File: src/rtl/tx_fifo_drain_ctrl.sv
// TX_CLK-domain drain controller: moves FIFO head words into the UART transmitter and
// pops each word only after the transmitter has visibly started sending it.
module tx_fifo_drain_ctrl #(
    parameter int DATA_WIDTH = 8,
    parameter int TIMEOUT    = 16,
    parameter int TW         = 5,
    parameter int CNT_WIDTH  = 8
) (
    input  logic                  TX_CLK,
    input  logic                  RST,
    input  logic                  EN,
    input  logic                  RD_EMPTY,
    input  logic [DATA_WIDTH-1:0] RD_DATA,
    input  logic                  TX_BUSY,
    output logic [DATA_WIDTH-1:0] TX_DATA,
    output logic                  TX_DATA_VALID,
    output logic                  RINC,
    output logic                  ERR,
    input  logic                  ERR_CLR,
    output logic [CNT_WIDTH-1:0]  SENT_CNT
);

    localparam logic [1:0] IDLE      = 2'd0;
    localparam logic [1:0] WAIT_BUSY = 2'd1;
    localparam logic [1:0] WAIT_DONE = 2'd2;

    localparam logic [TW-1:0] TIMEOUT_LAST = TW'(TIMEOUT - 1);

    logic [1:0]            state_q,   state_d;
    logic [TW-1:0]         cnt_q,     cnt_d;
    logic [DATA_WIDTH-1:0] tx_data_q, tx_data_d;
    logic                  valid_q,   valid_d;
    logic                  rinc_q,    rinc_d;
    logic                  err_q,     err_d;
    logic [CNT_WIDTH-1:0]  sent_q,    sent_d;

    always_comb begin
        state_d   = state_q;
        cnt_d     = cnt_q;
        tx_data_d = tx_data_q;
        valid_d   = 1'b0;
        rinc_d    = 1'b0;
        err_d     = err_q;
        sent_d    = sent_q;

        // Clear first so a timeout on the same edge overrides it.
        if (ERR_CLR) begin
            err_d = 1'b0;
        end

        case (state_q)
            IDLE: begin
                if (EN && !RD_EMPTY && !TX_BUSY) begin
                    tx_data_d = RD_DATA;
                    valid_d   = 1'b1;
                    cnt_d     = '0;
                    state_d   = WAIT_BUSY;
                end
            end
            WAIT_BUSY: begin
                if (TX_BUSY) begin
                    rinc_d  = 1'b1;
                    state_d = WAIT_DONE;
                end else if (cnt_q == TIMEOUT_LAST) begin
                    err_d   = 1'b1;
                    state_d = IDLE;
                end else begin
                    cnt_d = cnt_q + TW'(1);
                end
            end
            WAIT_DONE: begin
                if (!TX_BUSY) begin
                    sent_d  = sent_q + CNT_WIDTH'(1);
                    state_d = IDLE;
                end
            end
            default: begin
                state_d = IDLE;
            end
        endcase
    end

    always_ff @(posedge TX_CLK or negedge RST) begin
        if (!RST) begin
            state_q   <= IDLE;
            cnt_q     <= '0;
            tx_data_q <= '0;
            valid_q   <= 1'b0;
            rinc_q    <= 1'b0;
            err_q     <= 1'b0;
            sent_q    <= '0;
        end else begin
            state_q   <= state_d;
            cnt_q     <= cnt_d;
            tx_data_q <= tx_data_d;
            valid_q   <= valid_d;
            rinc_q    <= rinc_d;
            err_q     <= err_d;
            sent_q    <= sent_d;
        end
    end

    assign TX_DATA       = tx_data_q;
    assign TX_DATA_VALID = valid_q;
    assign RINC          = rinc_q;
    assign ERR           = err_q;
    assign SENT_CNT      = sent_q;

endmodule

File: config.mk
export PLATFORM = sky130hd
export DESIGN_NAME = tx_fifo_drain_ctrl
export DESIGN_NICKNAME = d
export VERILOG_FILES = /design/src/rtl/tx_fifo_drain_ctrl.sv
export SDC_FILE = /design/constraint.sdc
export NUM_CORES = 1
export LEC_CHECK = 0
export ABC_AREA = 0
export CAP_MARGIN = 25
export CELL_PAD_IN_SITES_DETAIL_PLACEMENT = 1
export CELL_PAD_IN_SITES_GLOBAL_PLACEMENT = 1
export CORE_UTILIZATION = 39
export DETAILED_ROUTE_END_ITERATION = 7
export PLACE_DENSITY_LB_ADDON = 0.25
export SLEW_MARGIN = 20
export SYNTH_ARGS = -nofsm -noshare
export SYNTH_HDL_FRONTEND = slang
export SYNTH_SLANG_ARGS = --single-unit
File: constraint.sdc
create_clock -name TX_CLK -period 4.6 [get_ports TX_CLK]
set_input_delay 0.92 -clock TX_CLK [delete_from_list [all_inputs] [get_ports TX_CLK]]
set_output_delay 0.92 -clock TX_CLK [all_outputs]
set_load 0.01 [all_outputs]
# Word-level counts from Yosys, hierarchy flattened
# Index checks and enable logic that the tools add are counted.
# word_totals
input_bits,14
output_inout_bits,19
regBits,26
wordCells,45
# classes
n_reduce_logical,10
addsub,2
eq_ne,8
n_mux,17
bitwise_logic,1
# ops
op,count
two-way mux 5 bit,3
case mux 5 bit (2 select lines),1
"adder 8 x 1 -> 8 bit, second input constant",1
two-way mux 1 bit,8
two-way mux 2 bit,4
"inequality test 2 bit, second input constant",4
case mux 2 bit (3 select lines),1
"adder 5 x 1 -> 5 bit, second input constant",1
"equality test 5 x 4 -> 1 bit, second input constant",1
AND reduction 2 bit,2
AND reduction 4 bit,1
"inequality test 3 bit, second input constant",1
AND reduction 3 bit,1
"equality test 2 x 1 -> 1 bit, second input constant",1
"equality test 2 bit, second input constant",1
logical AND 1 bit,2
logical NOT 1 bit,2
logical NOT 2 bit,1
nonzero test 2 bit,1
inverter 1 bit,1

# Logic depth before layout (Yosys ltp)
# Gate-level depths: netlist (run 1).
# logic_depth
ltp_word,5
depth_mapped,6
depth_no_buf,6

# Worst setup path before layout (run 1)
# Ideal clock, no wire load.
# synth_path
path_type,input-to-reg
start,in TX_BUSY
end,reg tx_data_q[1] (netlist: TX_DATA[1])
cell_stages,4
arrival_time_ns,1.865
path_slack_ns,2.610
setup_ns,0.125
path_cell_list,buf_2 nor4_4 buf_4 mux2_2
# synth_via
elab_chain_len,3
# synth_lines
element,line_no,source
start: declaration,14,"input logic TX_BUSY,"
logical NOT 1 bit,-,
logical AND 1 bit,53,if (EN && !RD_EMPTY && !TX_BUSY) begin
AND reduction 2 bit (no line),-,
end signal: assignment,95,tx_data_q <= tx_data_d;
end: declaration,31,"logic [DATA_WIDTH-1:0] tx_data_q, tx_data_d;"
# No other way between the ends.
# A chain may end at the register's enable or synchronous reset.

# Final worst setup path (run 1)
# layout_path
start,in TX_BUSY
end,reg tx_data_q[6] (netlist: TX_DATA[6])
# Same word-level chain as after synthesis.

==> flow_metrics.env, run 1 <==
export IMPL_status="finished clean"
export IMPL_finalHoldViolations=0
export IMPL_die_y_um=56.2
export IMPL_fin_crit_ps=2360
export IMPL_synthMostInstantiatedCell="dfrtp_1"
export IMPL_ir_worst_vdd_v=0.000287
export IMPL_dr_pass1_iters=2
export IMPL_r2r_cells=6
export IMPL_cts_sinks=26
export IMPL_setup_viol=0
export IMPL_synth_seq_cells=26
export IMPL_holdBufCountCts=0
export IMPL_grt_pass1_wl_mm=4.04
export IMPL_ctsResizeCount=0
export IMPL_overflow=0
export IMPL_arrival_ps=2590
export IMPL_synthFlopType="dfrtp_1"
export IMPL_p_leak_uw=0.000662
export IMPL_synth_compound_area_frac=0.0569
export IMPL_cts_htree_levels=1
export IMPL_vias=792
export IMPL_synth_mux_area_frac=0.106
export IMPL_power_density_nw_per_um2=435
export IMPL_antenna_found_initial=0
export IMPL_crit_fanout=12
export IMPL_final_util=0.558
export IMPL_synth_edf_count=0
export IMPL_synth_top_area_frac=0.569
export IMPL_ys_seq_area_frac=0.569
export IMPL_clk_pin_slew_ps=140
export IMPL_fin_nets=141
export IMPL_die_w_um=56.2
export IMPL_synthXorXnorAreaFrac=0.0536
export IMPL_slew_violations=0
export IMPL_wl_per_cell_um=15.0
export IMPL_slew_headroom=0.552
export IMPL_synth_cell_types=28
export IMPL_seq_area_um2=651
export IMPL_postCtsSetupRepairBufs=0
export IMPL_fillCellCount=295
export IMPL_critPathLaunchType="input pin"
export IMPL_finalWirelength_mm=2.29
export IMPL_layout_drive_gt1_share=0.156
export IMPL_r2r_slack_ps=2560
export IMPL_port_buffers=32
export IMPL_cp_required_ps=4830
export IMPL_period_share=0.513
export IMPL_num_rows=19
export IMPL_hold_depth=1
export IMPL_clk_latency_ps=330
export IMPL_synth_area_leaders="dfrtp_1 57%, mux2_2 8.9%, xnor2_1 4.6%"
export IMPL_min_from="SENT_CNT[7]$_DFFE_PN0P_"
export IMPL_cts_buffers=3
export IMPL_cap_violations=0
export IMPL_synth_top_family_by_area="simple AND/OR/NAND/NOR gates"
export IMPL_place_congestion=0.698
export IMPL_area_growth_pct=34.5
export IMPL_vias_per_cell=5.18
export IMPL_synth_common_cells="26 x dfrtp_1, 9 x mux2_2, 6 x xnor2_1"
export IMPL_grt_pass1_vias=887
export IMPL_worstSetupStartpoint="TX_BUSY"
export IMPL_rsz0062_at_grt="false"
export IMPL_finClkSkew_ps=5.41
export IMPL_setup_tns_ps=0
export IMPL_total_power_uw=669
export IMPL_drt_iter0_drc=17
export IMPL_tritoncts="done"
export IMPL_r2r_start="cnt_q[0]$_DFFE_PN0P_"
export IMPL_tightest_slew_ps=668
export IMPL_synth_adder_area_share=0.0438
export IMPL_max_freq_mhz=424
export IMPL_hp_class="reg2reg"
export IMPL_critPathCaptureType="flop"
export IMPL_multi_input_area_um2=462
export IMPL_synthCells=88
export IMPL_clk_path_buf_depth=2
export IMPL_cts_root_buf="clkbuf_4"
export IMPL_hpwl_mm=1.71
export IMPL_ant_nets=0
export IMPL_yosys_area_share_simple=0.143
export IMPL_crit_type="in2reg"
export IMPL_core_area_um2=2760
export IMPL_syn_area_um2=1140
export IMPL_antennaDiodeCount=0
export IMPL_yosysTopAreaCell="dfrtp_1"
export IMPL_io_pin_count=33
export IMPL_drcViolationCount=0
export IMPL_ys_warn_count=0
export IMPL_start_util=0.415
export IMPL_synthArstFlopShare=1.00
export IMPL_grt_max_degree=27
export IMPL_track_usage=0.165
export IMPL_synth_fp_nets=106
export IMPL_post_synth_cell_area_avg_um2=13.0
export IMPL_dieArea_um2=3150
## flip-flops by register name (all words and copies together), names as in the netlist
register,count
ERR,1
state_q,2
TX_DATA,8
TX_DATA_VALID,1
SENT_CNT,8
RINC,1
cnt_q,5
## cells in the final DEF (no fill, tap or decap), drive strengths merged, types with 3 or more instances in the layout
master | netlist | layout
inv | 5 | 5
nand4 | 4 | 4
and3 | 3 | 3
mux2 | 9 | 9
clkdlybuf4s50 | 0 | 31
dfrtp | 26 | 26
xnor2 | 6 | 6
nand2 | 5 | 5
a21oi | 3 | 3
clkbuf | 0 | 3
ha | 4 | 4
## metrics by stage
step / instance area, um^2 / hold WS, ps / setup slack, ps / std cells
2_1_floorplan: 1140 / 477 / 2610 / 88
3_3_place_gp: 1490 / 462 / 1900 / 149
3_5_place_dp: 1490 / 471 / 1870 / 149
4_1_cts: 1540 / 490 / 2230 / 153
5_1_grt: 1540 / 511 / 2150 / 153
6_report: 1540 / 482 / 2240 / 153
## kinds of logic (layout without fill, tap and decap cells)
kind of cell    count (synthesis)  in the layout
fa+ha+maj                       4              4
compound gates                  9              9
simple gates                   24             24
flops                          26             26
buf+inv                         7             41
xor+xnor                        7              7
mux                            11             11
## final timing paths
check                                           to
setup / recovery            TX_DATA[6]$_DFFE_PN0P_
hold / removal             SENT_CNT[7]$_DFFE_PN0P_
min in group asynchronous   state_q[1]$_DFFE_PN0P_
max in group asynchronous   TX_DATA[2]$_DFFE_PN0P_
hold reg to reg            SENT_CNT[7]$_DFFE_PN0P_
setup reg to reg              cnt_q[0]$_DFFE_PN0P_
## worst max-delay path, cell delays in order
cell and delay (ps):
clkdlybuf4s50_1 600, nor4_4 660, mux2_2 400
## power breakdown
group,internal (uW),switching (uW),total (uW)
Clock,88.2,67.5,156
Combinational,115,72.7,188
Sequential,279,46.8,326
Total,482,187,669
## area by class of cell
cell class	count	share of cell area
inverter	5	0.0122
timing repair buffer	32	0.205
clock buffer	3	0.0146
clock inverter	1	0.0195
multi-input combinational	55	0.300
sequential	26	0.423
tap	31	0.0252
## metal layers
| metal | GRT usage | up-vias | share of wire |
|---|---|---|---|
| met1 | 0.217 | 381 | 0.45 |
| met3 | 0.0395 | 5 | 0.057 |
| met4 | 0.0836 | 0 | 0.024 |
| met2 | 0.253 | 26 | 0.47 |
| met5 | 0 | - | 0 |
| li1 | - | 380 | - |
Power figures use the tool's default switching activity.
==> inputs of run 2 (changes only) <==
--- a/config.mk
+++ b/config.mk
@@ -9,7 +9,7 @@
 export CAP_MARGIN = 25
 export CELL_PAD_IN_SITES_DETAIL_PLACEMENT = 1
 export CELL_PAD_IN_SITES_GLOBAL_PLACEMENT = 1
-export CORE_UTILIZATION = 39
+export CORE_UTILIZATION = 33
 export DETAILED_ROUTE_END_ITERATION = 7
 export PLACE_DENSITY_LB_ADDON = 0.25
 export SLEW_MARGIN = 20
==> constraint.sdc (replaced) <==
create_clock -name TX_CLK -period 2.1 [get_ports TX_CLK]
set_input_delay 0.42 -clock TX_CLK [delete_from_list [all_inputs] [get_ports TX_CLK]]
set_output_delay 0.42 -clock TX_CLK [all_outputs]
set_load 0.01 [all_outputs]
==> flow_metrics.env, run 2 (synthesis gave the netlist of run 1 again) <==
export IMPL_status="finished clean"
export IMPL_cts_root_buf="clkbuf_4"
export IMPL_wl_per_cell_um=14.0
export IMPL_overflow=0
export IMPL_dieArea_um2=3710
export IMPL_tritoncts="done"
export IMPL_area_growth_pct=37.2
export IMPL_arrival_ps=2210
export IMPL_setup_tns_ps=0
export IMPL_gr_usage_met1=0.183
export IMPL_track_usage=0.155
export IMPL_layout_common_cells="32 x clkdlybuf4s50_1, 26 x dfrtp_1, 9 x mux2_2"
export IMPL_cts_htree_levels=1
export IMPL_drt_iter0_drc=30
export IMPL_finalWirelength_mm=2.41
export IMPL_num_rows=21
export IMPL_ant_nets=0
export IMPL_holdBufCountCts=0
export IMPL_critPathLaunchType="flop"
export IMPL_clk_latency_ps=310
export IMPL_combPwrFrac=0.319
export IMPL_slew_violations=0
export IMPL_final_util=0.470
export IMPL_r2r_slack_ps=80
export IMPL_hpwl_mm=1.81
export IMPL_period_share=0.960
export IMPL_cap_violations=0
export IMPL_finalHoldViolations=0
export IMPL_core_area_um2=3340
export IMPL_rsz0062_at_grt="false"
export IMPL_grt_pass1_wl_mm=4.07
export IMPL_p_sw_uw=408
export IMPL_postCtsSetupRepairBufs=0
export IMPL_cp_endpoint="cnt_q[0]$_DFFE_PN0P_"
export IMPL_layout_drive_gt1_share=0.175
export IMPL_grt_pass1_vias=912
export IMPL_clk_pin_slew_ps=140
export IMPL_slew_headroom=0.728
export IMPL_cts_sinks=26
export IMPL_cts_buffers=3
export IMPL_setup_viol=0
export IMPL_dpl_cell_count=168
export IMPL_fin_nets=146
export IMPL_antenna_found_initial=0
export IMPL_die_y_um=60.9
export IMPL_place_congestion=0.769
export IMPL_antennaDiodeCount=0
export IMPL_tightest_slew_ps=404
export IMPL_start_util=0.343
export IMPL_io_pin_count=33
export IMPL_power_density_nw_per_um2=862
export IMPL_r2r_end="cnt_q[0]$_DFFE_PN0P_"
export IMPL_r2r_cells=6
export IMPL_final_common_cell="clkdlybuf4s50_1"
export IMPL_clk_path_buf_depth=2
export IMPL_p_int_uw=944
export IMPL_max_freq_mhz=496
export IMPL_r2r_start="cnt_q[1]$_DFFE_PN0P_"
export IMPL_drcViolationCount=0
export IMPL_fin_area_um2=1570
export IMPL_fillCellCount=382
export IMPL_top_usage_layer="met2"
export IMPL_fin_cells=172
export IMPL_finClkSkew_ps=0.972
export IMPL_p_leak_uw=0.000674
export IMPL_power_frac_seq=0.525
export IMPL_crit_type="reg2reg"
export IMPL_netSwitchingFraction=0.302
export IMPL_crit_fanout=5
export IMPL_vias=815
export IMPL_critPathCaptureType="flop"
export IMPL_port_buffers=32
export IMPL_fin_crit_ps=2020
export IMPL_dr_pass1_iters=6
export IMPL_hp_class="in2async"
export IMPL_placed_cell_area_um2=1540
export IMPL_vias_per_cell=4.74
export IMPL_cp_required_ps=2290
export IMPL_p_clk_frac=0.156
export IMPL_met2_usage=0.250
export IMPL_worstSetupStartpoint="cnt_q[1]$_DFFE_PN0P_"
export IMPL_die_w_um=60.9
export IMPL_use_met3=0.0554
export IMPL_grt_max_degree=27
export IMPL_ir_worst_vdd_v=0.000426
export IMPL_ctsResizeCount=0
## run 2: cell count changes in the layout (fill, tap and decap cells not counted), sizes merged
cell           before  now
buf                 1    5
bufinv              1    0
clkdlybuf4s50      31   32
## run 2: routing by layer
layer	share of wire	routed length, um
met5	0	0
met4	0.019	47
met3	0.073	176
met2	0.48	1160
met1	0.43	1030
## run 2: power groups by stage
stage	combinational, uW	clock (uW)	sequential [uW]
global placement	414	0	714
detailed placement	423	0	725
finish	431	211	710
global route	478	244	731
floorplan	163	0	739
CTS	427	219	716
## run 2: how the worst min path moves through the flow
stage	to	slack, ps	start	depth (start not counted)
floorplan	ERR$_DFF_PN0_	120	RST	0
global placement	SENT_CNT[7]$_DFFE_PN0P_	460	SENT_CNT[7]$_DFFE_PN0P_	1
detailed placement	SENT_CNT[7]$_DFFE_PN0P_	460	SENT_CNT[7]$_DFFE_PN0P_	1
CTS	ERR$_DFF_PN0_	460	RST	2
global route	cnt_q[3]$_DFFE_PN0P_	460	RST	2
finish	cnt_q[3]$_DFFE_PN0P_	450	RST	2
## run 2: final cells by class
cell class / instances / area (um^2) / area share
Clock buffer: 3 / 22.5 / 0.0144
Inverter: 5 / 18.8 / 0.0120
Multi-Input combinational cell: 55 / 462 / 0.294
Sequential cell: 26 / 651 / 0.415
Tap cell: 46 / 57.6 / 0.0367
Timing Repair Buffer: 37 / 358 / 0.228
## run 2: critical path: stages, from the launching register on
cell	delay, ps
dfrtp_1	420
ha_1	220
and3_1	220
ha_1	220
or4b_4	570
o41ai_2	100
mux2i_1	140
## run 2: per-stage QoR
| stage | worst slack (ps) | power (uW) | hold slack (ps) |
|---|---|---|---|
| finish | 83.0 | 1350 | 453 |
| global route | 11.9 | 1450 | 459 |
| CTS | 42.5 | 1360 | 461 |
| detailed placement | 68.7 | 1150 | 464 |
| global placement | 130 | 1130 | 460 |
| floorplan | 233 | 902 | 124 |
==> inputs of run 3 (changes only) <==
--- a/config.mk
+++ b/config.mk
@@ -9,6 +9,7 @@
 export CAP_MARGIN = 25
 export CELL_PAD_IN_SITES_DETAIL_PLACEMENT = 1
 export CELL_PAD_IN_SITES_GLOBAL_PLACEMENT = 1
+export CORE_MARGIN = 2
 export CORE_UTILIZATION = 33
 export DETAILED_ROUTE_END_ITERATION = 7
 export PLACE_DENSITY_LB_ADDON = 0.25
==> flow_metrics.env, run 3 (synthesis gave the netlist of run 1 again) <==
export IMPL_placed_cell_area_um2=1560
export IMPL_rsz0062_at_grt="false"
export IMPL_cap_violations=0
export IMPL_hpwl_mm=1.80
export IMPL_tritoncts="done"
export IMPL_fin_cells=173
export IMPL_final_util=0.483
export IMPL_vias=820
export IMPL_overflow=0
export IMPL_wl_per_cell_um=13.9
export IMPL_path_cells="ha_1 > and3_1 > ha_1 > or4b_4 > o41ai_2 > o22ai_1"
export IMPL_final_common_cell="clkdlybuf4s50_1"
export IMPL_track_usage=0.136
export IMPL_clk_pin_slew_ps=140
export IMPL_finalWirelength_mm=2.40
export IMPL_fin_nets=146
export IMPL_grt_pass1_vias=940
export IMPL_r2r_start="cnt_q[0]$_DFFE_PN0P_"
export IMPL_dr_pass1_iters=3
export IMPL_cp_num_buf_inv=0
export IMPL_crit_fanout=5
export IMPL_slew_headroom=0.733
export IMPL_layout_common_cells="32 x clkdlybuf4s50_1, 26 x dfrtp_1, 9 x mux2_2"
export IMPL_place_congestion=0.850
export IMPL_port_buffers=32
export IMPL_core_area_um2=3340
export IMPL_layout_drive_gt1_share=0.181
export IMPL_r2r_slack_ps=90
export IMPL_slowest_stage="or4b_4"
export IMPL_postCtsSetupRepairBufs=0
export IMPL_grt_max_degree=27
export IMPL_dpl_cell_count=169
export IMPL_crit_type="reg2reg"
export IMPL_holdBufCountCts=0
export IMPL_num_rows=21
export IMPL_cts_htree_levels=1
export IMPL_cts_sinks=26
export IMPL_critPathCaptureType="flop"
export IMPL_antennaDiodeCount=0
export IMPL_start_util=0.343
export IMPL_die_w_um=62.9
export IMPL_finClkSkew_ps=3.86
export IMPL_cts_root_buf="clkbuf_4"
export IMPL_vias_per_cell=4.74
export IMPL_ant_nets=0
export IMPL_ir_worst_vdd_v=0.000496
export IMPL_tightest_slew_ps=395
export IMPL_r2r_cells=6
export IMPL_status="finished clean"
export IMPL_r2r_end="cnt_q[3]$_DFFE_PN0P_"
export IMPL_arrival_ps=2210
export IMPL_max_freq_mhz=497
export IMPL_power_density_nw_per_um2=916
export IMPL_grt_pass1_wl_mm=4.28
export IMPL_dieArea_um2=3950
export IMPL_p_leak_uw=0.000691
export IMPL_io_pin_count=33
export IMPL_clk_path_buf_depth=2
export IMPL_fin_area_um2=1610
export IMPL_ctsResizeCount=0
export IMPL_fin_crit_ps=2010
export IMPL_cp_required_ps=2300
export IMPL_crit_top_cell="ha_1"
export IMPL_clk_latency_ps=310
export IMPL_setup_tns_ps=0
export IMPL_period_share=0.958
export IMPL_cp_top_family="simple AND/OR/NAND/NOR gates"
export IMPL_drcViolationCount=0
export IMPL_drt_iter0_drc=37
export IMPL_setup_viol=0
export IMPL_finalHoldViolations=0
export IMPL_slew_violations=0
export IMPL_antenna_found_initial=0
export IMPL_area_growth_pct=40.9
export IMPL_cp_slowest_stage_delay_ps=560
export IMPL_cts_buffers=3
export IMPL_hp_class="in2async"
export IMPL_critPathLaunchType="flop"
export IMPL_die_y_um=62.9
-- run 3: power breakdown --
part	switching (uW)	internal (uW)
Combinational	163	263
Clock	145	193
Sequential	101	611
Total	409	1070
-- run 3: cell type report --
class	instances	area, um^2
flip-flops and latches	26	651
well taps	46	57.6
fillers	361	1730
inverters	5	18.8
clock buffers	3	22.5
clock inverters	1	30.0
multi-input cells	55	462
repair buffers	37	370
-- run 3: worst max path at each step --
stage | from | depth (start not counted) | end | slack (ps)
final | cnt_q[0]$_DFFE_PN0P_ | 6 | cnt_q[3]$_DFFE_PN0P_ | 90
after global routing | cnt_q[0]$_DFFE_PN0P_ | 6 | cnt_q[3]$_DFFE_PN0P_ | 10
after CTS | cnt_q[0]$_DFFE_PN0P_ | 6 | cnt_q[0]$_DFFE_PN0P_ | 90
after detailed placement | cnt_q[0]$_DFFE_PN0P_ | 6 | cnt_q[0]$_DFFE_PN0P_ | 120
after global placement | cnt_q[0]$_DFFE_PN0P_ | 6 | cnt_q[0]$_DFFE_PN0P_ | 160
after floorplan | cnt_q[0]$_DFFE_PN0P_ | 6 | cnt_q[0]$_DFFE_PN0P_ | 230
-- run 3: through the flow --
| stage | hold slack [ps] | total power [uW] | worst slack, ps |
|---|---|---|---|
| floorplan | 124 | 902 | 233 |
| global placement | 459 | 1140 | 162 |
| detailed placement | 467 | 1150 | 115 |
| CTS | 452 | 1500 | 89.2 |
| global route | 474 | 1570 | 10.3 |
| finish | 460 | 1480 | 87.7 |
-- run 3: routing by layer --
metal	part of all wire	up-vias	global-route usage	wire, um
li1	-	390	-	-
met2	0.48	24	0.227	1160
met1	0.44	404	0.163	1050
met3	0.072	2	0.0559	172
met5	0	-	0	0
met4	0.0050	0	0.0333	12
-- run 3: worst register-to-register path: stages, from the launching register on --
cell and delay [ps]:
dfrtp_1 440, ha_1 250, and3_1 210, ha_1 210
or4b_4 560, o41ai_2 100, o22ai_1 130
